===== src/rtl/ram_arb_pkg.sv =====
// ram_arb_pkg: shared constants, FSM state encoding, requester payload type
// and address range helper for the two-port RAM arbiter.
package ram_arb_pkg;

  localparam int unsigned AW    = 8;    // address width
  localparam int unsigned DW    = 4;    // data width
  localparam int unsigned DEPTH = 128;  // valid RAM words; addr >= DEPTH is rejected

  // Port indices, also the meaning of the round-robin pointer and grant index.
  localparam logic PORT_A = 1'b0;
  localparam logic PORT_B = 1'b1;

  typedef enum logic [2:0] {
    IDLE   = 3'd0,
    ACCESS = 3'd1,
    RESP   = 3'd2,
    DONE   = 3'd3,
    ERR    = 3'd4
  } state_e;

  // One requester's transaction payload.
  typedef struct packed {
    logic          we;
    logic [AW-1:0] addr;
    logic [DW-1:0] wdata;
  } req_t;

  // True when the address maps onto a real RAM word.
  function automatic logic addr_ok(input logic [AW-1:0] addr);
    return addr < AW'(DEPTH);
  endfunction

endpackage


===== src/rtl/ram_arbiter_if.sv =====
// ram_arbiter_if: bundles both requester handshakes and the RAM pin group.
//   master : requester/RAM environment (drives req/we/addr/wdata, ram_dout)
//   slave  : the arbiter (drives ack/err/rdata, ram_en/rw/addr/din, busy)
interface ram_arbiter_if;
  import ram_arb_pkg::*;

  // Requester A
  logic          req_a;
  logic          we_a;
  logic [AW-1:0] addr_a;
  logic [DW-1:0] wdata_a;
  logic          ack_a;
  logic          err_a;
  logic [DW-1:0] rdata_a;
  // Requester B
  logic          req_b;
  logic          we_b;
  logic [AW-1:0] addr_b;
  logic [DW-1:0] wdata_b;
  logic          ack_b;
  logic          err_b;
  logic [DW-1:0] rdata_b;
  // RAM pins
  logic          ram_en;
  logic          ram_rw;
  logic [AW-1:0] ram_addr;
  logic [DW-1:0] ram_din;
  logic [DW-1:0] ram_dout;
  // Status
  logic          busy;

  modport master (
    output req_a, we_a, addr_a, wdata_a,
    output req_b, we_b, addr_b, wdata_b,
    output ram_dout,
    input  ack_a, err_a, rdata_a,
    input  ack_b, err_b, rdata_b,
    input  ram_en, ram_rw, ram_addr, ram_din,
    input  busy
  );

  modport slave (
    input  req_a, we_a, addr_a, wdata_a,
    input  req_b, we_b, addr_b, wdata_b,
    input  ram_dout,
    output ack_a, err_a, rdata_a,
    output ack_b, err_b, rdata_b,
    output ram_en, ram_rw, ram_addr, ram_din,
    output busy
  );

endinterface


===== src/rtl/ram_arb_rr.sv =====
// ram_arb_rr: combinational 2-way round-robin picker.
//   req_a, req_b : pending requests
//   ptr          : preferred port (PORT_A / PORT_B)
//   gnt_c        : index of the winning port
//   valid_c      : at least one request is pending
module ram_arb_rr
  import ram_arb_pkg::*;
(
  input  logic req_a,
  input  logic req_b,
  input  logic ptr,
  output logic gnt_c,
  output logic valid_c
);

  // Preferred port wins a tie; a lone requester always wins.
  always_comb begin
    valid_c = req_a | req_b;
    if (req_a && req_b) begin
      gnt_c = ptr;
    end else if (req_b) begin
      gnt_c = PORT_B;
    end else begin
      gnt_c = PORT_A;
    end
  end

endmodule


===== src/rtl/ram_arbiter.sv =====
// ram_arbiter: serialises two req/ack requesters onto a 4-bit x 128-word
// single-port RAM, with round-robin fairness and out-of-range rejection.
//   clk, rst_n : clock, asynchronous active-low reset
//   bus        : ram_arbiter_if.slave -- requester A/B handshakes (req, we,
//                addr, wdata in; ack, err, rdata out), RAM pins (ram_en,
//                ram_rw, ram_addr, ram_din out; ram_dout in), busy out.
// All outputs come straight from flops.
module ram_arbiter
  import ram_arb_pkg::*;
(
  input logic          clk,
  input logic          rst_n,
  ram_arbiter_if.slave bus
);

  state_e        state_q, state_d;
  logic          ptr_q, ptr_d;        // preferred port for the next tie
  logic          gnt_q, gnt_d;        // port owning the current transaction
  logic          ram_en_q, ram_en_d;
  logic          ram_rw_q, ram_rw_d;
  logic [AW-1:0] ram_addr_q, ram_addr_d;
  logic [DW-1:0] ram_din_q, ram_din_d;
  logic          ack_a_q, ack_a_d;
  logic          ack_b_q, ack_b_d;
  logic          err_a_q, err_a_d;
  logic          err_b_q, err_b_d;
  logic [DW-1:0] rdata_a_q, rdata_a_d;
  logic [DW-1:0] rdata_b_q, rdata_b_d;
  logic          busy_q, busy_d;

  logic          rr_gnt_c;
  logic          rr_valid_c;
  req_t          pay_a_c;
  req_t          pay_b_c;
  req_t          win_c;

  // Winner selection among the live requests.
  ram_arb_rr u_rr (
    .req_a   (bus.req_a),
    .req_b   (bus.req_b),
    .ptr     (ptr_q),
    .gnt_c   (rr_gnt_c),
    .valid_c (rr_valid_c)
  );

  // Payload of the port the picker would grant this cycle.
  assign pay_a_c = '{we: bus.we_a, addr: bus.addr_a, wdata: bus.wdata_a};
  assign pay_b_c = '{we: bus.we_b, addr: bus.addr_b, wdata: bus.wdata_b};
  assign win_c   = (rr_gnt_c == PORT_B) ? pay_b_c : pay_a_c;

  // Next-state and next-output logic.
  always_comb begin
    state_d    = state_q;
    ptr_d      = ptr_q;
    gnt_d      = gnt_q;
    ram_en_d   = 1'b0;
    ram_rw_d   = 1'b0;
    ram_addr_d = ram_addr_q;
    ram_din_d  = ram_din_q;
    ack_a_d    = 1'b0;
    ack_b_d    = 1'b0;
    err_a_d    = 1'b0;
    err_b_d    = 1'b0;
    rdata_a_d  = rdata_a_q;
    rdata_b_d  = rdata_b_q;

    unique case (state_q)
      IDLE: begin
        if (rr_valid_c) begin
          gnt_d = rr_gnt_c;
          ptr_d = ~rr_gnt_c;
          if (!addr_ok(win_c.addr)) begin
            // Rejected: ack+err land in the next cycle, RAM untouched.
            state_d = ERR;
            ack_a_d = (rr_gnt_c == PORT_A);
            ack_b_d = (rr_gnt_c == PORT_B);
            err_a_d = (rr_gnt_c == PORT_A);
            err_b_d = (rr_gnt_c == PORT_B);
          end else begin
            state_d    = ACCESS;
            ram_en_d   = 1'b1;
            ram_rw_d   = win_c.we;
            ram_addr_d = win_c.addr;
            ram_din_d  = win_c.wdata;
            // A write completes in the ACCESS cycle itself.
            if (win_c.we) begin
              ack_a_d = (rr_gnt_c == PORT_A);
              ack_b_d = (rr_gnt_c == PORT_B);
            end
          end
        end
      end

      ACCESS: begin
        state_d = ram_rw_q ? IDLE : RESP;
      end

      RESP: begin
        // ram_dout holds the addressed word during this cycle.
        state_d = DONE;
        ack_a_d = (gnt_q == PORT_A);
        ack_b_d = (gnt_q == PORT_B);
        if (gnt_q == PORT_A) begin
          rdata_a_d = bus.ram_dout;
        end else begin
          rdata_b_d = bus.ram_dout;
        end
      end

      DONE: begin
        state_d = IDLE;
      end

      ERR: begin
        state_d = IDLE;
      end

      default: begin
        state_d = IDLE;
      end
    endcase

    busy_d = (state_d != IDLE);
  end

  // State and output registers.
  always_ff @(posedge clk or negedge rst_n) begin
    if (!rst_n) begin
      state_q    <= IDLE;
      ptr_q      <= PORT_A;
      gnt_q      <= PORT_A;
      ram_en_q   <= 1'b0;
      ram_rw_q   <= 1'b0;
      ram_addr_q <= '0;
      ram_din_q  <= '0;
      ack_a_q    <= 1'b0;
      ack_b_q    <= 1'b0;
      err_a_q    <= 1'b0;
      err_b_q    <= 1'b0;
      rdata_a_q  <= '0;
      rdata_b_q  <= '0;
      busy_q     <= 1'b0;
    end else begin
      state_q    <= state_d;
      ptr_q      <= ptr_d;
      gnt_q      <= gnt_d;
      ram_en_q   <= ram_en_d;
      ram_rw_q   <= ram_rw_d;
      ram_addr_q <= ram_addr_d;
      ram_din_q  <= ram_din_d;
      ack_a_q    <= ack_a_d;
      ack_b_q    <= ack_b_d;
      err_a_q    <= err_a_d;
      err_b_q    <= err_b_d;
      rdata_a_q  <= rdata_a_d;
      rdata_b_q  <= rdata_b_d;
      busy_q     <= busy_d;
    end
  end

  assign bus.ack_a    = ack_a_q;
  assign bus.ack_b    = ack_b_q;
  assign bus.err_a    = err_a_q;
  assign bus.err_b    = err_b_q;
  assign bus.rdata_a  = rdata_a_q;
  assign bus.rdata_b  = rdata_b_q;
  assign bus.ram_en   = ram_en_q;
  assign bus.ram_rw   = ram_rw_q;
  assign bus.ram_addr = ram_addr_q;
  assign bus.ram_din  = ram_din_q;
  assign bus.busy     = busy_q;

endmodule


===== src/flat_wrapper.sv =====
// flat-port wrapper written by rule: the top's interface ports become plain ports
module ram_arbiter_flat import ram_arb_pkg::*;
  (clk, rst_n, bus_req_a, bus_we_a, bus_addr_a, bus_wdata_a, bus_req_b, bus_we_b, bus_addr_b, bus_wdata_b, bus_ram_dout, bus_ack_a, bus_err_a, bus_rdata_a, bus_ack_b, bus_err_b, bus_rdata_b, bus_ram_en, bus_ram_rw, bus_ram_addr, bus_ram_din, bus_busy);
  ram_arbiter_if bus_i ();
  input logic clk;
  input logic rst_n;
  input wire logic [$bits(bus_i.req_a)-1:0] bus_req_a;
  input wire logic [$bits(bus_i.we_a)-1:0] bus_we_a;
  input wire logic [$bits(bus_i.addr_a)-1:0] bus_addr_a;
  input wire logic [$bits(bus_i.wdata_a)-1:0] bus_wdata_a;
  input wire logic [$bits(bus_i.req_b)-1:0] bus_req_b;
  input wire logic [$bits(bus_i.we_b)-1:0] bus_we_b;
  input wire logic [$bits(bus_i.addr_b)-1:0] bus_addr_b;
  input wire logic [$bits(bus_i.wdata_b)-1:0] bus_wdata_b;
  input wire logic [$bits(bus_i.ram_dout)-1:0] bus_ram_dout;
  output wire logic [$bits(bus_i.ack_a)-1:0] bus_ack_a;
  output wire logic [$bits(bus_i.err_a)-1:0] bus_err_a;
  output wire logic [$bits(bus_i.rdata_a)-1:0] bus_rdata_a;
  output wire logic [$bits(bus_i.ack_b)-1:0] bus_ack_b;
  output wire logic [$bits(bus_i.err_b)-1:0] bus_err_b;
  output wire logic [$bits(bus_i.rdata_b)-1:0] bus_rdata_b;
  output wire logic [$bits(bus_i.ram_en)-1:0] bus_ram_en;
  output wire logic [$bits(bus_i.ram_rw)-1:0] bus_ram_rw;
  output wire logic [$bits(bus_i.ram_addr)-1:0] bus_ram_addr;
  output wire logic [$bits(bus_i.ram_din)-1:0] bus_ram_din;
  output wire logic [$bits(bus_i.busy)-1:0] bus_busy;
  assign bus_i.req_a = bus_req_a;
  assign bus_i.we_a = bus_we_a;
  assign bus_i.addr_a = bus_addr_a;
  assign bus_i.wdata_a = bus_wdata_a;
  assign bus_i.req_b = bus_req_b;
  assign bus_i.we_b = bus_we_b;
  assign bus_i.addr_b = bus_addr_b;
  assign bus_i.wdata_b = bus_wdata_b;
  assign bus_i.ram_dout = bus_ram_dout;
  assign bus_ack_a = bus_i.ack_a;
  assign bus_err_a = bus_i.err_a;
  assign bus_rdata_a = bus_i.rdata_a;
  assign bus_ack_b = bus_i.ack_b;
  assign bus_err_b = bus_i.err_b;
  assign bus_rdata_b = bus_i.rdata_b;
  assign bus_ram_en = bus_i.ram_en;
  assign bus_ram_rw = bus_i.ram_rw;
  assign bus_ram_addr = bus_i.ram_addr;
  assign bus_ram_din = bus_i.ram_din;
  assign bus_busy = bus_i.busy;
  ram_arbiter u_core (.clk(clk), .rst_n(rst_n), .bus(bus_i));
endmodule

===== config.mk =====
export PLATFORM = sky130hd
export DESIGN_NAME = ram_arbiter_flat
export DESIGN_NICKNAME = d
export VERILOG_FILES = /design/src/rtl/ram_arb_pkg.sv /design/src/rtl/ram_arbiter_if.sv /design/src/rtl/ram_arb_rr.sv /design/src/rtl/ram_arbiter.sv /design/src/flat_wrapper.sv
export SDC_FILE = /design/constraint.sdc
export NUM_CORES = 1
export LEC_CHECK = 0
export ABC_CLOCK_PERIOD_IN_PS = 3150
export CORE_MARGIN = 10
export CORE_UTILIZATION = 45
export CTS_BUF_LIST = sky130_fd_sc_hd__clkbuf_16
export CTS_CLUSTER_SIZE = 24
export DETAILED_ROUTE_END_ITERATION = 6
export MAX_ROUTING_LAYER = met4
export PLACE_DENSITY = 0.85
export RECOVER_POWER = 25
export SLEW_MARGIN = 10
export SYNTH_ARGS = -nofsm -noshare
export SYNTH_HDL_FRONTEND = slang
export SYNTH_SLANG_ARGS = --single-unit

===== constraint.sdc =====
create_clock -name clk -period 3.15 [get_ports clk]
set_input_delay 0.7875 -clock clk [delete_from_list [all_inputs] [get_ports clk]]
set_output_delay 0.7875 -clock clk [all_outputs]
set_load 0.02 [all_outputs]

Word-level counts from Yosys, hierarchy flattened:

Cells that the tools add are included.

* RAM bits: 0
* latch bits: 0
* register bits after elaboration: 32
* ROM bits: 0
* bits of input ports: 34
* output and inout bits: 27
* memories kept: 0

* reductions and logical operators: 7
* $mul: 0
* $lt $le $gt $ge: 1
* shifts and indexed selects: 0
* bitwise gates (word level): 3
* equality and inequality tests: 2
* muxes and demuxes: 27
* $add $sub $neg: 0
* divide/modulo/power cells: 0

Operators with widths (number)
* $mux W1: 20
* $mux W13: 1
* $pmux W3 S3: 1
* $lt A8 B8 Y1 const B: 1
* $mux W3: 2
* $reduce_and A2 Y1: 3
* $pmux W1 S2: 2
* $eq A3 B1 Y1 const B: 1
* $eq A3 B2 Y1 const B: 1
* $logic_not A3 Y1: 1
* $reduce_and A3 Y1: 1
* $reduce_bool A3 Y1: 1
* $mux W2: 1
* $not A1 Y1: 2
* $logic_and A1 B1 Y1: 1
* $or A1 B1 Y1: 1

Depth between registers and ports, before layout:

Gate-level depths: netlist of the first run.

* depth after elaboration: 8
* gate-level depth with buffers: 5
* gate-level depth less buffers: 4

By module:

Synthesis of the first run repeated with hierarchy kept, for this count alone.

* cells, all modules: 110
* area total of the unflattened synthesis: 1431.4 um2

By module, submodules not included
* ram_arbiter: sequential area each 800.8 um2, cells an instance 107, instances 1, area each 1413.9 um2
* ram_arb_rr: sequential area each 0.0 um2, cells an instance 3, instances 1, area each 17.5 um2

Least setup slack after synthesis of the first run:

Ideal clock, no wire load.

* kind: input port to flip-flop
* start: input bus_req_a
* end: register u_core.ram_addr_q[0], in the netlist u_core.bus.ram_addr[0]
* library setup time: 0.125 ns
* path slack: 1.310 ns
* arrival time: 1.715 ns
* stages: 5
* cells stage by stage: nand2b_2 mux2i_1 o21a_2 buf_8 mux2_4

* word-level cells in the longest chain between the ends: 5

RTL lines
* start: declaration: RTL line flat_wrapper.sv:7 `input wire logic [$bits(bus_i.req_a)-1:0] bus_req_a;`
* $logic_and A1 B1 Y1: RTL line ram_arb_rr.sv:19 `if (req_a && req_b) begin`
* $mux W1: RTL line ram_arb_rr.sv:19
* $mux W13: RTL line ram_arbiter.sv:49 `assign win_c = (rr_gnt_c == PORT_B) ? pay_b_c : pay_a_c;`
* $lt A8 B8 Y1: RTL line ram_arb_pkg.sv:30 `return addr < AW'(DEPTH);`
* $reduce_and A3 Y1 (no line)
* end signal: assignment: RTL line ram_arbiter.sv:149 `ram_addr_q <= ram_addr_d;`
* end: declaration: RTL line ram_arbiter.sv:21 `logic [AW-1:0] ram_addr_q, ram_addr_d;`

Several ways; a longest one is shown, not always the timed one.
A chain may end at the register's enable or synchronous reset.

Worst setup path after layout of the first run:

* start: input bus_req_a
* end: register u_core.ram_addr_q[4], in the netlist u_core.bus.ram_addr[4]

The elaborated chain is that of the path after synthesis.

==> results by group, run 1 <==
STA
  • Number of setup violations in the final report: 0
  • Clk_skew: 0.004394 ns
  • Pins Over Slew Limit: 33
  • Setup TNS: 0 ns
  • Actual slew at the worst max-slew pin: between 1.5 and 2 ns
  • Slew HR: -11.43%
  • Period utilization: about 76%
  • Final Hold Vio Count: 0
  • Final Critical Period: between 2 and 2.5 ns
  • Max frequency: 418.9 MHz
  • RSZ-0062 raised after global routing: false

Min path
  • Worst Hold Launch: u_core.bus.rdata_b[0]
  • Hold Path Class: reg2reg

Synth
  • Post-synth EDFFs: 0
  • Top cells by count, synth: 32 x dfrtp_1, 23 x mux2_2, 8 x nor2_1
  • Yosys warns: 0
  • Seq/Total Area, Yosys: roughly 56%
  • Cell area after synthesis: 0.001420 mm2
  • Syn_area_per_cell: 13.92 um2
  • Top FF cell, synth: dfrtp_1
  • Leading area contributor after synthesis: dfrtp_1
  • Yosys cell types: 26
  • Synth area leaders: dfrtp_1 56%, mux2_2 18%, mux2_4 7.4%
  • Register bit total from synthesis: 32
  • Syn Nets: between 100 and 150
  • Async set-reset flop share out of synthesis: 100.0%
  • Post-synth top area share: 56.39%
  • Syn Inst Count: between 100 and 150
  • Most common cell in the netlist: dfrtp_1

Worst setup path
  • Data required time of the worst path: approximately 3.3 ns
  • Startpoint Class: primary input
  • Critical Path, Cell by Cell: clkdlybuf4s50_1 -> nand2b_2 -> mux2i_1 -> o21a_2 -> mux2_2
  • Worst EP arrival: approximately 2.5 ns
  • CP Launch Point: bus_req_a
  • CP max stage delay: just over 0.5 ns
  • Crit path max fanout: 14
  • Critical Path End Type: flip-flop
  • Crit-path leading delay family: multiplexers
  • Crit Path Class: in2reg
  • Critical-path top delay cell: clkdlybuf4s50_1
  • Buf+Inv Stages, Crit Path: 1
  • Reg2reg start: u_core.ptr_q

GRT
  • Initial antenna violation count: 0
  • Global Route Usage Sum: around 14%
  • Largest net degree at the start of global routing: 33
  • First-pass GRT wire length: 6396 um
  • Vias in the first global route: 1231
  • Gr ovfl total: 0

Routing
  • Routed via count: approximately 1.0k
  • Starting DRT DRC Count: between 40 and 50
  • Router iterations before antenna repair: 4
  • Residual DRC count: 0
  • WL/cell: between 15 and 20 um
  • WL final: 3882 um
  • DR vias/cell: about 4.9
  • Antenna Nets Post-Route: 0

Status
  • Failing checks: capacitance limit, slew limit
  • Outcome: finished with violations

Clock tree
  • Post-cts resize count: 0
  • Setup repair bufs after CTS: 0
  • Clock slew at reported path FFs: ~0.05 ns
  • Htree depth: 2
  • TritonCTS buffer count: 5
  • CTS tree: done
  • Worst-Skew Late Latency: about 0.27 ns
  • Post-CTS Hold Buffers: 0
  • CTS max path bufs: 2
  • Root buffer cell: clkbuf_16
  • Num Clock Sinks: 32

Placed design
  • GP Congestion: between 0.8 and 0.9
  • # placed instances: between 200 and 250
  • Number of buffers inserted by port buffering: 60
  • Post-DP HPWL: about 2900 um
  • Placed Area: around 0.002 mm2

Layout
  • # diodes: 0
  • Fin cells: around 210
  • Proportion of layout cells with a drive suffix above 1: 23.21%
  • FILL cells: about 210
  • Layout Nets: approximately 200
  • Area added between synthesis and finish: 53.92%
  • Post-layout instance area: 0.002186 mm2

Power and ir drop
  • PD cells: a little under 1000 mW/mm2
  • Leak: around 0.95 nW
  • Max IR drop VDD: 566.6 uV

Die
  • DIE AREA: roughly 0.0058 mm2
  • Ports: 61
  • Die height: between 70 and 80 um
  • Die W: around 76 um
  • Initial Util: 46.90%
  • Area of the core: between 0.003 and 0.004 mm2
  • Rows: 20

Flow run
  • Max-cap viol count: 1
[power breakdown]
group	switching (mW)	leakage [nW]	total, mW	internal [mW]
combinational	0.466	0.482	1.01	0.543
sequential	0.109	0.391	0.706	0.597
clock	0.156	0.0738	0.439	0.283
[metal layers]
layer / vias to the layer above / GRT usage [%] / routed length [um]
met2: 29 / 26.45 / 2242
met1: 519 / 14.20 / 1461
met4: 0 / 6.134 / 69
met5: - / - / 0
met3: 8 / 3.302 / 109
li1: 488 / - / -
[placed cells by master (no fill, tap or decap)]
cell type	count
and2_1	1
nor2_1	8
o31ai_1	1
nor2b_1	1
o221ai_1	1
and3_1	3
clkbuf_1	1
clkbuf_16	5
nand2_2	1
o21bai_1	1
nand2b_2	1
nand2_1	6
mux2_2	23
o21a_2	1
inv_1	3
dfrtp_1	32
a21boi_1	1
mux2_4	7
mux2i_1	3
clkdlybuf4s50_1	60
nand2b_1	1
o21ai_0	1
o32ai_1	1
a211oi_2	1
o21a_1	2
nor3_1	1
clkinv_1	1
[logic make-up (layout without fill, tap and decap cells)]
family / after synthesis / in the layout / synth area share, %
muxes: 33 / 33 / 27.75
DFF: 32 / 32 / 56.39
and+or+nand+nor: 23 / 23 / 7.754
AOI/OAI and AO/OA: 10 / 10 / 5.727
buffers and inverters: 4 / 70 / 2.378
[cell type report]
| type | count | area (um2) | share of cell area, % |
|---|---|---|---|
| clock buffers | 5 | 125.1 | 5.724 |
| clock inverters | 3 | 11.26 | 0.5152 |
| inverters | 1 | 3.754 | 0.1717 |
| multi-input cells | 66 | 585.6 | 26.79 |
| flip-flops and latches | 32 | 800.8 | 36.63 |
| well taps | 44 | 55.05 | 2.519 |
| repair buffers | 61 | 604.3 | 27.65 |
[final timing paths]
| kind | end | slack [ns] | depth (start not counted) |
|---|---|---|---|
| max | u_core.bus.ram_addr[4] | 0.76 | 5 |
| min | u_core.bus.rdata_b[0] | 0.50 | 1 |
| max reg2reg | u_core.bus.ram_addr[4] | 1.40 | 4 |
| min reg2reg | u_core.bus.rdata_b[0] | 0.50 | 1 |
| max in group asynchronous | u_core.state_q[0] | 0.77 | 2 |
| min in group asynchronous | u_core.bus.rdata_a[2] | 1.41 | 2 |
[worst register-to-register path, delay by kind of cell, from the launching register on]
family / cells / cell delay [ns]
AOI/OAI and AO/OA: 1 / 0.42
muxes: 2 / 0.63
and+or+nand+nor: 1 / 0.21
DFF: 1 / 0.37
[sequential cells by signal, indices dropped and copies added (netlist names)]
signal and flops:
u_core.bus.ack_a 1, u_core.bus.ack_b 1, u_core.bus.busy 1, u_core.bus.err_a 1, u_core.bus.err_b 1, u_core.bus.ram_addr 8
u_core.bus.ram_din 4, u_core.bus.ram_en 1, u_core.bus.ram_rw 1, u_core.bus.rdata_a 4, u_core.bus.rdata_b 4, u_core.gnt_q 1
u_core.ptr_q 1, u_core.state_q 3
[through the flow]
stage | hold slack [ns] | utilization, % | total power, mW | setup WS [ns]
after floorplan | 0.4503 | - | 1.276 | 1.310
after global placement | 0.4736 | 67.81 | 1.683 | 0.5892
after detailed placement | 0.4811 | 67.81 | 1.725 | 0.5235
after CTS | 0.5037 | 72.31 | 2.181 | 0.7884
after global routing | 0.5106 | 72.19 | 2.269 | 0.3545
final | 0.4991 | 72.19 | 2.154 | 0.7627
No activity file was read; power rests on OpenSTA's default activity.
==> run 2, diff against run 1 <==
Settings changed: ABC_CLOCK_PERIOD_IN_PS 3150 to 2200, CORE_UTILIZATION 45 to 42, PLACE_DENSITY 0.85 to 0.81.
Clock period 3.15 ns to 2.2 ns, I/O delays scaled along.
==> results by group, run 2 (synthesis gave the netlist of run 1 again) <==
STA
  • RSZ-0062 raised after global routing: false (unchanged)
  • Max frequency: 500.9 MHz
  • Final Critical Period: ~2 ns
  • Final Hold Vio Count: 0 (unchanged)
  • Worst setup slack after layout: 0.2037 ns (was 0.7627 ns)
  • Number of setup violations in the final report: 0 (unchanged)
  • Clk_skew: 0.003785 ns (was 0.004394 ns)
  • Pins Over Slew Limit: 0 (was 33)
  • Setup TNS: 0 ns (unchanged)
  • Period utilization: 90.74%
  • Actual slew at the worst max-slew pin: 0.7838 ns (was 1.671 ns)
  • Slew HR: 47.75% (was -11.43%)

Min path
  • Worst Hold Launch: u_core.ptr_q (was u_core.bus.rdata_b[0])
  • Hold path cells: 1 (unchanged)
  • Hold Path Class: reg2reg (unchanged)
  • Hold EP: u_core.ptr_q (was u_core.bus.rdata_b[0])

Die
  • Rows: 21 (was 20)
  • Die height: 78.15 um (was 76.18 um)
  • DIE AREA: 0.006107 mm2 (was 0.005803 mm2)
  • Die W: 78.15 um (was 76.18 um)
  • Initial Util: 42.89% (was 46.90%)
  • Area of the core: 0.003311 mm2 (was 0.003028 mm2)
  • Ports: 61 (unchanged)

Clock tree
  • Setup repair bufs after CTS: 0 (unchanged)
  • Clock slew at reported path FFs: 0.05 ns (about the same)
  • Root buffer cell: clkbuf_16 (unchanged)
  • Worst-Skew Late Latency: 0.27 ns (about the same)
  • Htree depth: 2 (unchanged)
  • Post-cts resize count: 0 (unchanged)
  • TritonCTS buffer count: 5 (unchanged)
  • CTS max path bufs: 2 (unchanged)
  • Num Clock Sinks: 32 (unchanged)
  • CTS tree: done (unchanged)
  • Post-CTS Hold Buffers: 0 (unchanged)

Layout
  • Commonest non-fill, non-tap cell in the layout: clkdlybuf4s50_1 (unchanged)
  • Layout Nets: 204 (was 201)
  • # diodes: 0 (unchanged)
  • Layout Utilization: 67.20% (was 72.19%)
  • Largest register FFs: 8 (unchanged)
  • Proportion of layout cells with a drive suffix above 1: 25.15% (was 23.21%)
  • Area added between synthesis and finish: 56.65% (was 53.92%)
  • FILL cells: 255 (was 211)
  • Commonest non-fill, non-tap cells in the layout: 59 x clkdlybuf4s50_1, 32 x dfrtp_1, 23 x mux2_2 (was 60 x clkdlybuf4s50_1, 32 x dfrtp_1, 23 x mux2_2)

Worst setup path
  • Data required time of the worst path: 2.35 ns (was 3.31 ns)
  • Critical Path End Type: flip-flop (unchanged)
  • Worst EP arrival: 2.15 ns (was 2.54 ns)
  • Startpoint Class: primary input (unchanged)
  • RR Endpoint: u_core.bus.rdata_a[2] (was u_core.bus.ram_addr[4])
  • Reg2reg start: u_core.state_q[0] (was u_core.ptr_q)
  • Reg2Reg Setup Slack: 0.59 ns (was 1.40 ns)
  • Crit path max fanout: 12 (was 14)
  • Crit Path Class: in2reg (unchanged)
  • R2R depth: 4 (unchanged)

GRT
  • Initial antenna violation count: 0 (unchanged)
  • Met2 track demand over resource: 22.94% (was 26.45%)
  • Largest net degree at the start of global routing: 33 (unchanged)
  • First-pass GRT wire length: 6037 um (was 6396 um)
  • Global Route Usage Sum: 13.10% (was 14.40%)
  • Layer carrying the most global-route usage: met2 (unchanged)
  • Met1 Use GR: 13.05% (was 14.20%)
  • M3 GR Usage: 3.075% (was 3.302%)
  • Gr ovfl total: 0 (unchanged)
  • Vias in the first global route: 1207 (was 1231)

Power and ir drop
  • PD cells: 1401 mW/mm2 (was 985.2 mW/mm2)
  • Internal power: 2.068 mW (was 1.422 mW)
  • Sw power: 1.048 mW (was 0.7313 mW)
  • Combinational Power Share: 47.2% (was 46.9%)
  • Max IR drop VDD: 883.6 uV (was 566.6 uV)
  • Clock share of power: 20.3% (was 20.4%)
  • Switching share of power: 33.63% (was 33.96%)
  • Seq pwr share: 32.4% (was 32.8%)
  • Leak: 0.9691 nW (was 0.9476 nW)

Placed design
  • Number of buffers inserted by port buffering: 60 (unchanged)
  • Post-DP HPWL: 2958 um (was 2939 um)
  • Pre-CTS setup slack: -0.08556 ns (was 0.5235 ns)
  • GP Congestion: 0.8529 (was 0.8811)

Routing
  • Antenna Nets Post-Route: 0 (unchanged)
  • WL/cell: 17.22 um (was 18.31 um)
  • Starting DRT DRC Count: 67 (was 44)
  • Router iterations before antenna repair: 4 (unchanged)
  • Routed via count: 1079 (was 1044)
  • DR vias/cell: 4.972 (was 4.925)
  • Residual DRC count: 0 (unchanged)
  • WL final: 3737 um (was 3882 um)

Flow run
  • Max-cap viol count: 0 (was 1)

Status
  • Outcome: finished, final reports clean (was finished with violations)
-- run 2: cell count changes in the layout (fill, tap and decap cells not counted) --
| cell | change |
|---|---|
| buf_4 | +2 |
| buf_12 | +1 |
| clkbuf_1 | -1 |
| clkbuf_2 | +1 |
| clkdlybuf4s50_1 | -1 |
| dlygate4sd3_1 | +1 |
-- run 2: layer usage --
layer  vias up  wire length [um]
met3         7               125
met4         0                93
li1        502                 -
met2        26              2097
met5         -                 0
met1       544              1421
-- run 2: layout make-up --
| type | count | area [um2] | area share (%) |
|---|---|---|---|
| clock buffer | 5 | 125.1 | 5.624 |
| multi-input combinational | 66 | 585.6 | 26.32 |
| clock inverter | 3 | 11.26 | 0.5062 |
| timing repair buffer | 64 | 640.6 | 28.80 |
| inverter | 1 | 3.754 | 0.1687 |
| sequential | 32 | 800.8 | 36.00 |
| tap | 46 | 57.56 | 2.587 |
-- run 2: worst max-delay path by stage --
stage	startpoint	to	slack (ns)	cells past startpoint
2_1_floorplan	bus_req_a	u_core.bus.ram_addr[0]	0.60	5
3_3_place_gp	bus_req_a	u_core.bus.ram_addr[2]	-0.03	5
3_5_place_dp	bus_req_a	u_core.bus.ram_addr[6]	-0.09	6
4_1_cts	bus_req_a	u_core.bus.ram_addr[2]	0.21	5
5_1_grt	bus_req_a	u_core.bus.ram_addr[6]	0.12	6
6_report	bus_req_a	u_core.bus.ram_din[1]	0.20	5
-- run 2: power groups by stage --
stage,Clock (mW),Combinational [mW],Sequential (mW)
2_1_floorplan,0,0.563,1.26
3_3_place_gp,0,1.46,0.996
3_5_place_dp,0,1.50,1.02
4_1_cts,0.652,1.50,1.01
5_1_grt,0.678,1.56,1.05
6_report,0.634,1.47,1.01
-- run 2: metrics by stage --
stage               std cells  hold slack (ns)  instance area [um2]  power (mW)
finish                    217           0.4912                 2225       3.116
global route              217           0.5189                 2225       3.292
CTS                       217           0.4956                 2227       3.166
detailed placement        209           0.4876                 2091       2.512
global placement          209           0.4695                 2091       2.452
floorplan                 102           0.2544                 1420       1.827
-- run 2: critical path, stage by stage --
cell	delay, ns
clkdlybuf4s50_1	0.58
nand2b_2	0.12
nand2_2	0.26
mux2_2	0.38
mux2_4	0.26
